==> src/rtl/uart_cmd_pkg.sv <==
// Shared types and constants for the UART hex command parser.
package uart_cmd_pkg;

    typedef enum logic [2:0] {
        ST_IDLE,
        ST_CMD,
        ST_ADDR,
        ST_DATA,
        ST_PEND
    } state_t;

    localparam logic [7:0] START_CHAR_DEF   = 8'h4C;
    localparam logic [7:0] ASCII_CR         = 8'h0D;
    localparam logic [7:0] ASCII_LF         = 8'h0A;
    localparam int         NIBBLES_PER_WORD = 8;

endpackage

==> src/rtl/hex_ascii_decode.sv <==
// Combinational ASCII hex digit decoder: byte -> {is_hex, nibble}.
module hex_ascii_decode (
    input  logic [7:0] byte_in,
    output logic       is_hex,
    output logic [3:0] nibble
);

    always_comb begin
        is_hex = 1'b0;
        nibble = 4'd0;
        if (byte_in >= 8'h30 && byte_in <= 8'h39) begin
            is_hex = 1'b1;
            nibble = byte_in[3:0];
        end else if ((byte_in >= 8'h41 && byte_in <= 8'h46) ||
                     (byte_in >= 8'h61 && byte_in <= 8'h66)) begin
            // 'A'/'a' carry 1 in the low nibble, so adding 9 lands on 10
            is_hex = 1'b1;
            nibble = byte_in[3:0] + 4'd9;
        end
    end

endmodule

==> src/rtl/uart_cmd_parser.sv <==
// Parses "L" + 24 ASCII hex chars into {command, address, data} for wishbone_master.
module uart_cmd_parser
    import uart_cmd_pkg::*;
#(
    parameter logic [7:0] START_CHAR     = START_CHAR_DEF,
    parameter int         TIMEOUT_CYCLES = 1000
) (
    input  logic        clk,
    input  logic        rst,
    input  logic        byte_available,
    input  logic [7:0]  byte_in,
    input  logic        master_ready,
    output logic [31:0] command,
    output logic [31:0] address,
    output logic [31:0] data,
    output logic        ready,
    output logic        frame_error,
    output logic        busy
);

    localparam int TO_W = (TIMEOUT_CYCLES > 0) ? $clog2(TIMEOUT_CYCLES + 1) : 1;
    localparam logic [TO_W-1:0] TO_LAST  = TO_W'((TIMEOUT_CYCLES > 0) ? TIMEOUT_CYCLES - 1 : 0);
    localparam logic [2:0]      LAST_NIB = 3'(NIBBLES_PER_WORD - 1);

    state_t          state, state_nxt;
    logic            is_hex;
    logic [3:0]      nibble;
    logic [31:0]     sr;
    logic [31:0]     word;
    logic [2:0]      nib_cnt;
    logic [TO_W-1:0] to_cnt;
    logic            in_word, in_word_nxt, timeout_hit, accept, word_done, start;
    logic            ready_nxt, error_nxt;

    hex_ascii_decode u_dec (
        .byte_in (byte_in),
        .is_hex  (is_hex),
        .nibble  (nibble)
    );

    assign in_word     = (state == ST_CMD) || (state == ST_ADDR) || (state == ST_DATA);
    assign in_word_nxt = (state_nxt == ST_CMD) || (state_nxt == ST_ADDR) || (state_nxt == ST_DATA);
    // to_cnt holds the cycles elapsed since the last accepted byte, so the
    // abort is registered exactly TIMEOUT_CYCLES cycles after that byte
    assign timeout_hit = (TIMEOUT_CYCLES > 0) && in_word && (to_cnt == TO_LAST);
    assign accept      = in_word && byte_available && is_hex && !timeout_hit;
    assign word_done   = accept && (nib_cnt == LAST_NIB);
    assign word        = {sr[27:0], nibble};
    assign start       = (state == ST_IDLE) && byte_available && (byte_in == START_CHAR);
    assign busy        = (state != ST_IDLE);

    always_comb begin
        state_nxt = state;
        ready_nxt = 1'b0;
        error_nxt = 1'b0;
        unique case (state)
            ST_IDLE: begin
                if (start) state_nxt = ST_CMD;
            end
            ST_CMD, ST_ADDR, ST_DATA: begin
                if (timeout_hit || (byte_available && !is_hex)) begin
                    error_nxt = 1'b1;
                    state_nxt = ST_IDLE;
                end else if (word_done) begin
                    if (state == ST_CMD) begin
                        state_nxt = ST_ADDR;
                    end else if (state == ST_ADDR) begin
                        state_nxt = ST_DATA;
                    end else if (master_ready) begin
                        ready_nxt = 1'b1;
                        state_nxt = ST_IDLE;
                    end else begin
                        state_nxt = ST_PEND;
                    end
                end
            end
            ST_PEND: begin
                // a stray byte is reported but never costs the pending command
                if (byte_available) begin
                    error_nxt = 1'b1;
                end else if (master_ready) begin
                    ready_nxt = 1'b1;
                    state_nxt = ST_IDLE;
                end
            end
            default: state_nxt = ST_IDLE;
        endcase
    end

    always_ff @(posedge clk) begin
        if (rst) begin
            state       <= ST_IDLE;
            ready       <= 1'b0;
            frame_error <= 1'b0;
            nib_cnt     <= 3'd0;
            to_cnt      <= '0;
        end else begin
            state       <= state_nxt;
            ready       <= ready_nxt;
            frame_error <= error_nxt;
            if (start) begin
                nib_cnt <= 3'd0;
            end else if (accept) begin
                nib_cnt <= nib_cnt + 3'd1;
            end
            if (!in_word_nxt) begin
                to_cnt <= '0;
            end else if (start || accept) begin
                to_cnt <= TO_W'(1);
            end else begin
                to_cnt <= to_cnt + 1'b1;
            end
        end
    end

    always_ff @(posedge clk) begin
        if (start) begin
            sr <= '0;
        end else if (accept) begin
            sr <= word;
        end
    end

    always_ff @(posedge clk) begin
        if (rst) begin
            command <= '0;
            address <= '0;
            data    <= '0;
        end else if (word_done) begin
            unique case (state)
                ST_CMD:  command <= word;
                ST_ADDR: address <= word;
                ST_DATA: data    <= word;
                default: ;
            endcase
        end
    end

endmodule

==> config.mk <==
export PLATFORM = sky130hd
export DESIGN_NAME = uart_cmd_parser
export DESIGN_NICKNAME = d
export VERILOG_FILES = /design/src/rtl/uart_cmd_pkg.sv /design/src/rtl/hex_ascii_decode.sv /design/src/rtl/uart_cmd_parser.sv
export SDC_FILE = /design/constraint.sdc
export NUM_CORES = 1
export LEC_CHECK = 0
export BUFFER_PORTS_ARGS = -buffer_cell sky130_fd_sc_hd__buf_2
export CORE_ASPECT_RATIO = 1.5
export CORE_MARGIN = 3
export CORE_UTILIZATION = 25
export CTS_CLUSTER_DIAMETER = 50
export DETAILED_ROUTE_END_ITERATION = 12
export GPL_TIMING_DRIVEN = 0
export PLACE_DENSITY_LB_ADDON = 0.12
export SLEW_MARGIN = 20
export SYNTH_ARGS = -nofsm -noshare
export SYNTH_HDL_FRONTEND = slang
export SYNTH_SLANG_ARGS = --single-unit
==> constraint.sdc <==
create_clock -name clk -period 5.6 [get_ports clk]
set_input_delay 1.12 -clock clk [delete_from_list [all_inputs] [get_ports clk]]
set_output_delay 1.12 -clock clk [all_outputs]
set_load 0.05 [all_outputs]
== Word-level counts from Yosys, hierarchy flattened ==
Cells that the tools add are included.

* Bits of input ports: 12
* Register bits: 142
* Logic and storage cells: 83
* Output and inout bits: 99

* Order comparisons: 6
* Equality and inequality tests: 10
* Add/sub/neg operators: 3
* Multiplexer cells: 24
* Bitwise operators: 1
* Reduce and logical (&&, ||, !) cells: 29

{| class="wikitable"
|+ Operators by type and width
! kind !! number
|-
| 2-to-1 mux 3 bit || 8
|-
| greater-or-equal comparator 8 x 7 -> 1 bit, second input constant || 2
|-
| less-or-equal comparator 8 x 7 -> 1 bit, second input constant || 2
|-
| == test 3 x 2 -> 1 bit, second input constant || 4
|-
| logical AND 1 bit || 11
|-
| 2-to-1 mux 1 bit || 11
|-
| adder 10 x 1 -> 10 bit, second input constant || 1
|-
| == test 10 bit, second input constant || 1
|-
| case mux 3 bit (3 select lines) || 1
|-
| == test 8 x 7 -> 1 bit, second input constant || 1
|-
| greater-or-equal comparator 8 x 6 -> 1 bit, second input constant || 1
|-
| less-or-equal comparator 8 x 6 -> 1 bit, second input constant || 1
|-
| 2-to-1 mux 4 bit || 2
|-
| logical OR 1 bit || 7
|-
| == test 3 x 1 -> 1 bit, second input constant || 2
|-
| == test 3 bit, second input constant || 2
|-
| AND reduction 2 bit || 3
|-
| OR reduction 3 bit || 2
|-
| adder 4 bit, second input constant || 1
|-
| case mux 1 bit (2 select lines) || 2
|-
| OR reduction 2 bit || 2
|-
| adder 3 x 1 -> 3 bit, second input constant || 1
|-
| zero test 3 bit || 1
|-
| nonzero test 3 bit || 1
|-
| other kinds (2) || 3
|}

== Depth between registers and ports, before layout ==
Gate-level depths: netlist of run 1.

* Word-level depth: 16
* Gate-level depth with buffers: 10
* Depth with buffers taken out: 8

== By module ==
A second synthesis of run 1 with hierarchy kept.

* Cell total of the unflattened synthesis: 608
* Area total of the unflattened synthesis: 5,953.2 um^2

{| class="wikitable"
|+ Modules (own cells, without submodules)
! module !! cells an instance !! sequential area each (um^2) !! area each (um^2) !! instances
|-
| uart_cmd_parser || 583 || 2,842.7 || 5,749.3 || 1
|-
| hex_ascii_decode || 25 || 0.0 || 203.9 || 1
|}

== Worst setup path before layout of run 1 ==
OpenSTA, ideal clock, no wires.

* Path type: input to register
* From: input byte_in[0]
* To: register to_cnt[4]
* Stages on the path: 9
* Data required time: 5,496 ps
* Setup slack: 2,513 ps
* Path buffers: 1
* Data arrival time: 2,983 ps
* Library setup time: 104 ps
* Path through: inv_1 ha_1 nor3b_1 o21ai_1 nand4b_1 buf_2 nor4b_4 o211ai_4 a2111oi_2

* Cells in the longest elaborated chain, start to end: 16
* Elaborated cells between the ends (all ways): 32
* Those cells by class: order compare (6); eq/ne (4); mux (6); bitwise (1); reduce/logical (15)

{| class="wikitable"
|+ Ends and longest elaborated chain
! item !! RTL line !! source
|-
| start, declared || uart_cmd_parser.sv:11 || <nowiki>input logic [7:0] byte_in,</nowiki>
|-
| greater-or-equal comparator 8 x 7 -> 1 bit, or another cell as far along || hex_ascii_decode.sv:14 || <nowiki>end else if ((byte_in >= 8'h41 && byte_in <= 8'h46) ||</nowiki>
|-
| logical AND 1 bit, on equally long branches || hex_ascii_decode.sv:14, hex_ascii_decode.sv:15 ||
|-
| logical OR 1 bit || hex_ascii_decode.sv:14 ||
|-
| 2-to-1 mux 1 bit || hex_ascii_decode.sv:14 ||
|-
| 2-to-1 mux 1 bit || hex_ascii_decode.sv:11 || <nowiki>if (byte_in >= 8'h30 && byte_in <= 8'h39) begin</nowiki>
|-
| logical AND 1 bit (2 in a row) || uart_cmd_parser.sv:46 || <nowiki>assign accept = in_word && byte_available && is_hex && !timeout_hit;</nowiki>
|-
| logical AND 1 bit || uart_cmd_parser.sv:47 || <nowiki>assign word_done = accept && (nib_cnt == LAST_NIB);</nowiki>
|-
| 2-to-1 mux 3 bit || uart_cmd_parser.sv:64 || <nowiki>end else if (word_done) begin</nowiki>
|-
| 2-to-1 mux 3 bit || uart_cmd_parser.sv:61 || <nowiki>if (timeout_hit || (byte_available && !is_hex)) begin</nowiki>
|-
| case mux 3 bit (3 select lines) || uart_cmd_parser.sv:56 || <nowiki>unique case (state)</nowiki>
|-
| == test 3 x 1 -> 1 bit or == test 3 x 2 -> 1 bit (tied branches) || uart_cmd_parser.sv:42 || <nowiki>assign in_word_nxt = (state_nxt == ST_CMD) || (state_nxt == ST_ADDR) || (state_nxt == ST_DATA);</nowiki>
|-
| logical OR 1 bit (2 in a row) || uart_cmd_parser.sv:42 ||
|-
| NOT 1 bit (no source line) || -- ||
|-
| OR reduction 3 bit (no source line) * || -- ||
|-
| end signal, assigned || uart_cmd_parser.sv:111 || <nowiki>to_cnt <= to_cnt + 1'b1;</nowiki>
|-
| end, declared || uart_cmd_parser.sv:31 || <nowiki>logic [TO_W-1:0] to_cnt;</nowiki>
|}

Every way passes the cells marked *; elsewhere a longest branch is shown, timed or not.
A chain may end at the register's enable or synchronous reset.

== Final worst setup path of run 1 ==
* From: input byte_in[0]
* To: register address[15]

* Cells in the longest elaborated chain, start to end: 9
* Elaborated cells between the ends (all ways): 16
* Those cells by class: order compare (6); mux (2); reduce/logical (8)

{| class="wikitable"
|+ Ends and longest elaborated chain
! item !! RTL line !! source
|-
| greater-or-equal comparator 8 x 7 -> 1 bit, or another cell as far along || hex_ascii_decode.sv:14 ||
|-
| logical AND 1 bit, on equally long branches || hex_ascii_decode.sv:14, hex_ascii_decode.sv:15 ||
|-
| logical OR 1 bit || hex_ascii_decode.sv:14 ||
|-
| 2-to-1 mux 1 bit || hex_ascii_decode.sv:14 ||
|-
| 2-to-1 mux 1 bit * || hex_ascii_decode.sv:11 ||
|-
| logical AND 1 bit * (2 in a row) || uart_cmd_parser.sv:46 ||
|-
| logical AND 1 bit * || uart_cmd_parser.sv:47 ||
|-
| AND reduction 2 bit (no source line) * || -- ||
|-
| end signal, assigned || uart_cmd_parser.sv:132 || <nowiki>ST_ADDR: address <= word;</nowiki>
|-
| end, declared || uart_cmd_parser.sv:14 || <nowiki>output logic [31:0] address,</nowiki>
|}

Marked as above.

==> results of run 1 <==
[kinds of logic (layout without fill, tap and decap cells)]
group           Yosys count  after routing  share of synthesized area [%]
compound gates          161            161                          17.93
xor+xnor                  9              9                          1.461
fa+ha+maj                 6              6                          1.391
buf+inv                  53            194                          3.780
flops                   142            142                          52.69
mux                       3              3                         0.5566
simple gates            284            284                          22.19
[synth_stat cells (2+ instances only)]
cell / number / area (µm²)
nand2_1: 234 / 878.3
dfxtp_1: 142 / 2843
a21oi_1: 99 / 495.5
clkbuf_1: 38 / 142.6
o21ai_0: 32 / 160.2
nor2_1: 12 / 45.04
a2111oi_2: 9 / 135.1
inv_1: 9 / 33.78
nand3_1: 7 / 35.03
a211oi_1: 6 / 45.04
ha_1: 6 / 75.07
xnor2_1: 6 / 52.55
and3_1: 5 / 31.28
nor3_1: 5 / 25.02
or3_1: 5 / 31.28
buf_2: 4 / 20.02
mux2i_1: 3 / 30.03
xor2_1: 3 / 26.28
a31o_2: 2 / 17.52
and4b_1: 2 / 20.02
buf_1: 2 / 7.510
nand4b_1: 2 / 17.52
nand4bb_1: 2 / 22.52
[power by group through the flow]
stage | logic (W) | clock network [W] | registers (W)
after floorplan | 0.0000188 | 0 | 0.00103
final | 0.0000349 | 0.00128 | 0.00101
after global placement | 0.0000355 | 0 | 0.00103
after CTS | 0.0000355 | 0.00131 | 0.00101
after global routing | 0.0000393 | 0.00135 | 0.00101
after detailed placement | 0.0000354 | 0 | 0.00103
[cell usage in the layout, fill, tap and decap left out, drive strengths merged, types with 6 or more instances in the layout]
cell / n
a2111oi: 9
a211oi: 6
a21oi: 99
buf: 116
bufinv: 6
clkbuf: 58
dfxtp: 142
ha: 6
inv: 9
nand2: 234
nand3: 7
nor2: 12
nor3: 6
o21ai: 34
xnor2: 6
[stage by stage]
stage	std cells	total power (W)	util, %
after floorplan	658	0.001051	-
after global placement	1036	0.001068	29.70
after detailed placement	1036	0.001068	29.70
after CTS	1067	0.002358	32.87
after global routing	1067	0.002404	32.87
final	1067	0.002324	32.87
[state kept, by name, indices dropped and copies added, names as in the netlist]
register,count
ready,1
address,32
sr,28
data,32
nib_cnt,3
to_cnt,10
command,32
state,3
frame_error,1
[path summary, 6_finish.rpt]
| check | slack [ps] | startpoint | to |
|---|---|---|---|
| min reg2reg | 450 | address[18] | address[18] |
| max | 2270 | byte_in[0] | address[15] |
| max reg2reg | 2640 | to_cnt[0] | to_cnt[5] |
| min | 450 | address[18] | address[18] |
[metal layers]
layer | up-vias | part of all wire, % | track usage (%) | wire length, µm
met1 | 2240 | 43 | 18.12 | 7605
met4 | 0 | 0.56 | 4.251 | 99
met5 | - | 0 | 0 | 0
li1 | 2465 | - | - | -
met3 | 7 | 3.0 | 3.101 | 519
met2 | 79 | 53 | 27.39 | 9320
[tightest hold or removal path, stage by stage, from the launching register on]
cell and delay, ps:
dfxtp_1 300, nand2_1 50, a21oi_1 50
[final cells by class]
type / instances / area share, %
Clock buffer: 20 / 6.571
Inverter: 9 / 0.4860
Sequential cell: 142 / 40.90
Buffer: 44 / 2.448
Timing Repair Buffer: 110 / 7.921
Clock inverter: 11 / 3.060
Tap cell: 268 / 4.824
Multi-Input combinational cell: 463 / 33.79
==> run metrics, run 1 <==
Post-Route WL=17540 µm; starting density of the core=25.51%; Worst Skew=7.882 ps; most numerous cell on the critical path=buf_2; Placed Area=0.006281 mm²; EDFF count, synth=0; share of power burned in registers=43.5%; multi-input logic area=0.002349 mm²; CTS tree=yes; RSZ-0062 raised after global routing=no; largest net degree at the start of global routing=17; switching share of power=19.36%; Syn Nets=676; Sw Pwr=0.0004501 W; max-cap viol count=0; Cells on Worst Hold Path=2; FMAX=0.2999 GHz; filler cell count=2309; Final HPWL DP=roughly 13000 µm; initial antenna violation count=0; hold crit path type=reg -> reg; via count=~4800; Syn Area/Cell=~8.2 µm²; CP arrival=3680 ps; Synth Flop Type=dfxtp_1; Worst Setup End Kind=flop; Cells after Synth=roughly 660; Tcrit/Tclk final=59.55%; Final Instance Area=~0.0070 mm²; Port Buffers=110; Final ANT Viol Nets=0; cell family with most CP delay=simple AND/OR/NAND/NOR gates; clock group share of total power=a little under three fifths; cells on worst reg2reg path=8; hold buffer count at CTS=0; cell chain of the critical path=buf_2, inv_1, ha_1, nor3b_1, o21ai_1, nand4b_1, buf_2, nor4b_4, clkbuf_1, nand2_1, a21oi_1; Die Ht=between 150 and 200 µm; row cnt=65; Fin. Hold Viols=0; Chip Width=125.9 µm; status=complete, no violations; setup bufs post-CTS=0; CP Data Required Time=between 5000 and 6000 ps; DRC=0; Yosys reg bits=approximately 140; Synth async-reset ratio=0%; fin nets=805; Post-Syn Area=0.005395 mm²; setup TNS=0 ps; die area=0.02342 mm²; CTS root buf=clkbuf_16; crit path time final=3335 ps; register area=0.002843 mm²; hold slack=446.6 ps; pre-CTS setup slack=between 1500 and 2000 ps; CTS H-tree depth=4; Peak supply drop=177.3 µV; layout cell share with drive strength beyond 1=20.28%; synthesis-to-finish area growth=28.83%; Crit Path Category=in -> reg; Slew @ Worst Pin=717.6 ps; # resized after CTS=0; Core ar.=0.02115 mm²; Int Pwr=0.001874 W; Total GRT Usage=between 10% and 20%; initial DRC count=252; clk slew on worst S/H paths=60 ps; Max stage delay on crit path=580 ps; Longest Clk Path Bufs=2; CTS Buf Count=17; Comb pwr share=approximately 1.5%; leak pwr=2.628 nW; Wirelength per Cell=16.44 µm; Critical-path top delay cell=nor4b_4; Routability Congestion=0.7404; Final setup viols=0; worst-skew pair later-pin latency=410 ps; Distinct cells, synth=46; maximum net fanout on the critical path=10; I/O pin count=111; Pwr per Cell Area=334.4 mW/mm²; YS warnings=0; sequential-to-total area share from yosys stat=52.69%; grt total ovfl=0; Critical Path Source Type=input port; Final WS setup=roughly 2300 ps; DRT Pass-1 Iters=4; vias in the first global route=between 4000 and 5000; fin. max-slew vios=0; Via-to-Cell Ratio=~4.5; Crit path depth=11; Slew HR=51.79%; Antenna Cells=0; CP bufs+invs=4; first-pass GRT wire length=around 27000 µm; clk sink count=142
(Power assumes the default switching activity.)
==> run 2: changes to the inputs <==
==> constraint.sdc (replaced) <==
create_clock -name clk -period 3.1 [get_ports clk]
set_input_delay 0.62 -clock clk [delete_from_list [all_inputs] [get_ports clk]]
set_output_delay 0.62 -clock clk [all_outputs]
set_load 0.05 [all_outputs]
==> run metrics, run 2 (synthesis gave the netlist of run 1 again) <==
DRT Pass-1 Iters=4 (unchanged); register area=0.002843 mm² (unchanged); initial antenna violation count=0 (unchanged); Metal-1 WL=7571 µm (-0.45%); Pwr per Cell Area=602.9 mW/mm² (+80%); Fin. Hold Viols=0 (unchanged); Core ar.=0.02115 mm² (unchanged); CP arrival=3110 ps (-570 ps); hold crit path type=reg -> reg; largest net degree at the start of global routing=17 (unchanged); Port Buffers=110 (unchanged); maximum net fanout on the critical path=10 (unchanged); Total GRT Usage=15.13% (unchanged); row cnt=65 (unchanged); Tcrit/Tclk final=90.44%; hold buffer count at CTS=0 (unchanged); Peak supply drop=340.1 µV (+92%); initial DRC count=309 (+23%); Final Util=32.99% (+0.12 points); first-pass GRT wire length=27100 µm (unchanged); Max stage delay on crit path=580 ps (about the same); worst-skew pair later-pin latency=410 ps (about the same); fin. max-slew vios=0 (unchanged); clk slew on worst S/H paths=60 ps (about the same); status=complete, no violations; Longest Clk Path Bufs=2 (unchanged); Pwr Total=0.004206 W (+81%); fin nets=805 (unchanged); Via-to-Cell Ratio=4.475 (-0.33%); DRC=0 (unchanged); uppermost layer routed=met4; FMAX=0.3567 GHz; Critical-path top delay cell=nor4b_4; metal3 WL=552 µm (+6.4%); Critical Path Source Type=flop; cells on worst reg2reg path=8 (unchanged); I/O pin count=111 (unchanged); multi-input logic area=0.002371 mm² (+0.96%); commonest non-fill, non-tap cells in the layout=234 x nand2_1, 142 x dfxtp_1, 114 x buf_2, 99 x a21oi_1, 36 x clkbuf_1; biggest regs=address (32), command (32), data (32); setup TNS=0 ps (unchanged); CP bufs+invs=1 (-3); Worst Skew=8.015 ps (+0.1326 ps); die area=0.02342 mm² (unchanged); CTS H-tree depth=4 (unchanged); CTS tree=yes; leak pwr=2.655 nW (+1.0%); cell chain of the critical path=ha_1, nand4bb_1, o311ai_2, nand4b_1, buf_2, nor4b_4, o211ai_4, a2111oi_2; metal2 WL=9281 µm (-0.42%); cell family with most CP delay=simple AND/OR/NAND/NOR gates; hold slack=446.6 ps (+0.01900 ps); Routability Congestion=0.7404 (unchanged); synthesis-to-finish area growth=29.31%; Crit Path Category=reg -> reg; via count=4775 (-0.33%); Cells on Worst Hold Path=2 (unchanged); Crit path depth=8 (-3); CTS Buf Count=17 (unchanged); Wirelength per Cell=16.40 µm (-0.23%); starting density of the core=25.51% (unchanged); Final ANT Viol Nets=0 (unchanged); grt total ovfl=0 (unchanged); max-cap viol count=0 (unchanged); filler cell count=2304 (-0.22%); layout cell share with drive strength beyond 1=21.03% (+0.75 points); Antenna Cells=0 (unchanged); Final setup viols=0 (unchanged); vias in the first global route=4547 (unchanged); clk sink count=142 (unchanged); Chip Width=125.9 µm (unchanged); commonest non-fill, non-tap cell in the layout=nand2_1; Final HPWL DP=12840 µm (unchanged); Die Ht=185.9 µm (unchanged); CP Data Required Time=3410 ps (-2530 ps); RSZ-0062 raised after global routing=no; Worst Setup End Kind=flop; crit path time final=2804 ps; Slew HR=52.46% (+0.67 points); Post-Route WL=17500 µm (-0.23%); Slew @ Worst Pin=713.1 ps (-4.527 ps); CTS root buf=clkbuf_16
[run 2: metrics by stage]
step | cells | area (µm²) | worst slack [ps]
after floorplan | 658 | 5395 | 513.1
after global placement | 1036 | 6281 | -219.6
after detailed placement | 1036 | 6281 | -210.1
after CTS | 1067 | 6950 | 114.3
after global routing | 1067 | 6977 | 3.959
final | 1067 | 6977 | 296.2
[run 2: metal layers]
layer	global-route usage [%]	up-vias
met5	0	-
li1	-	2465
met1	18.12	2219
met3	3.101	4
met2	27.39	87
met4	4.251	0
[run 2: final cells by class]
type,instances,share of cell area [%]
Sequential cell,142,40.75
Multi-Input combinational cell,463,33.98
Timing Repair Buffer,110,7.891
Clock buffer,20,6.546
Tap cell,268,4.806
Clock inverter,11,3.049
Buffer,44,2.493
Inverter,9,0.4842
[run 2: worst register-to-register path, delay by kind of cell (launching register included)]
kind	cells	cell delay, ps
compound gates	3	820
flops	1	360
fa+ha+maj	1	270
simple gates	3	1000
buf+inv	1	240
[run 2: worst paths after layout]
| kind | start | end | slack (ps) |
|---|---|---|---|
| worst min-delay path | address[18] | address[18] | 450 |
| worst max-delay path | to_cnt[0] | to_cnt[5] | 300 |
| worst min register to register | address[18] | address[18] | 450 |
| worst max register to register | to_cnt[0] | to_cnt[5] | 300 |
[run 2: what timing repair did]
item / in CTS / in global routing
hold endpoints to repair: 0 / 0
endpoints found under the setup margin: 0 / 85
buffers inserted: 0 / 0
gates resized for setup: 0 / 10
[run 2: where the power goes]
part	switching (W)	internal, W
logic	0.0000472	0.0000160
registers	0.000000150	0.00183
clock network	0.000773	0.00154
total	0.000820	0.00339
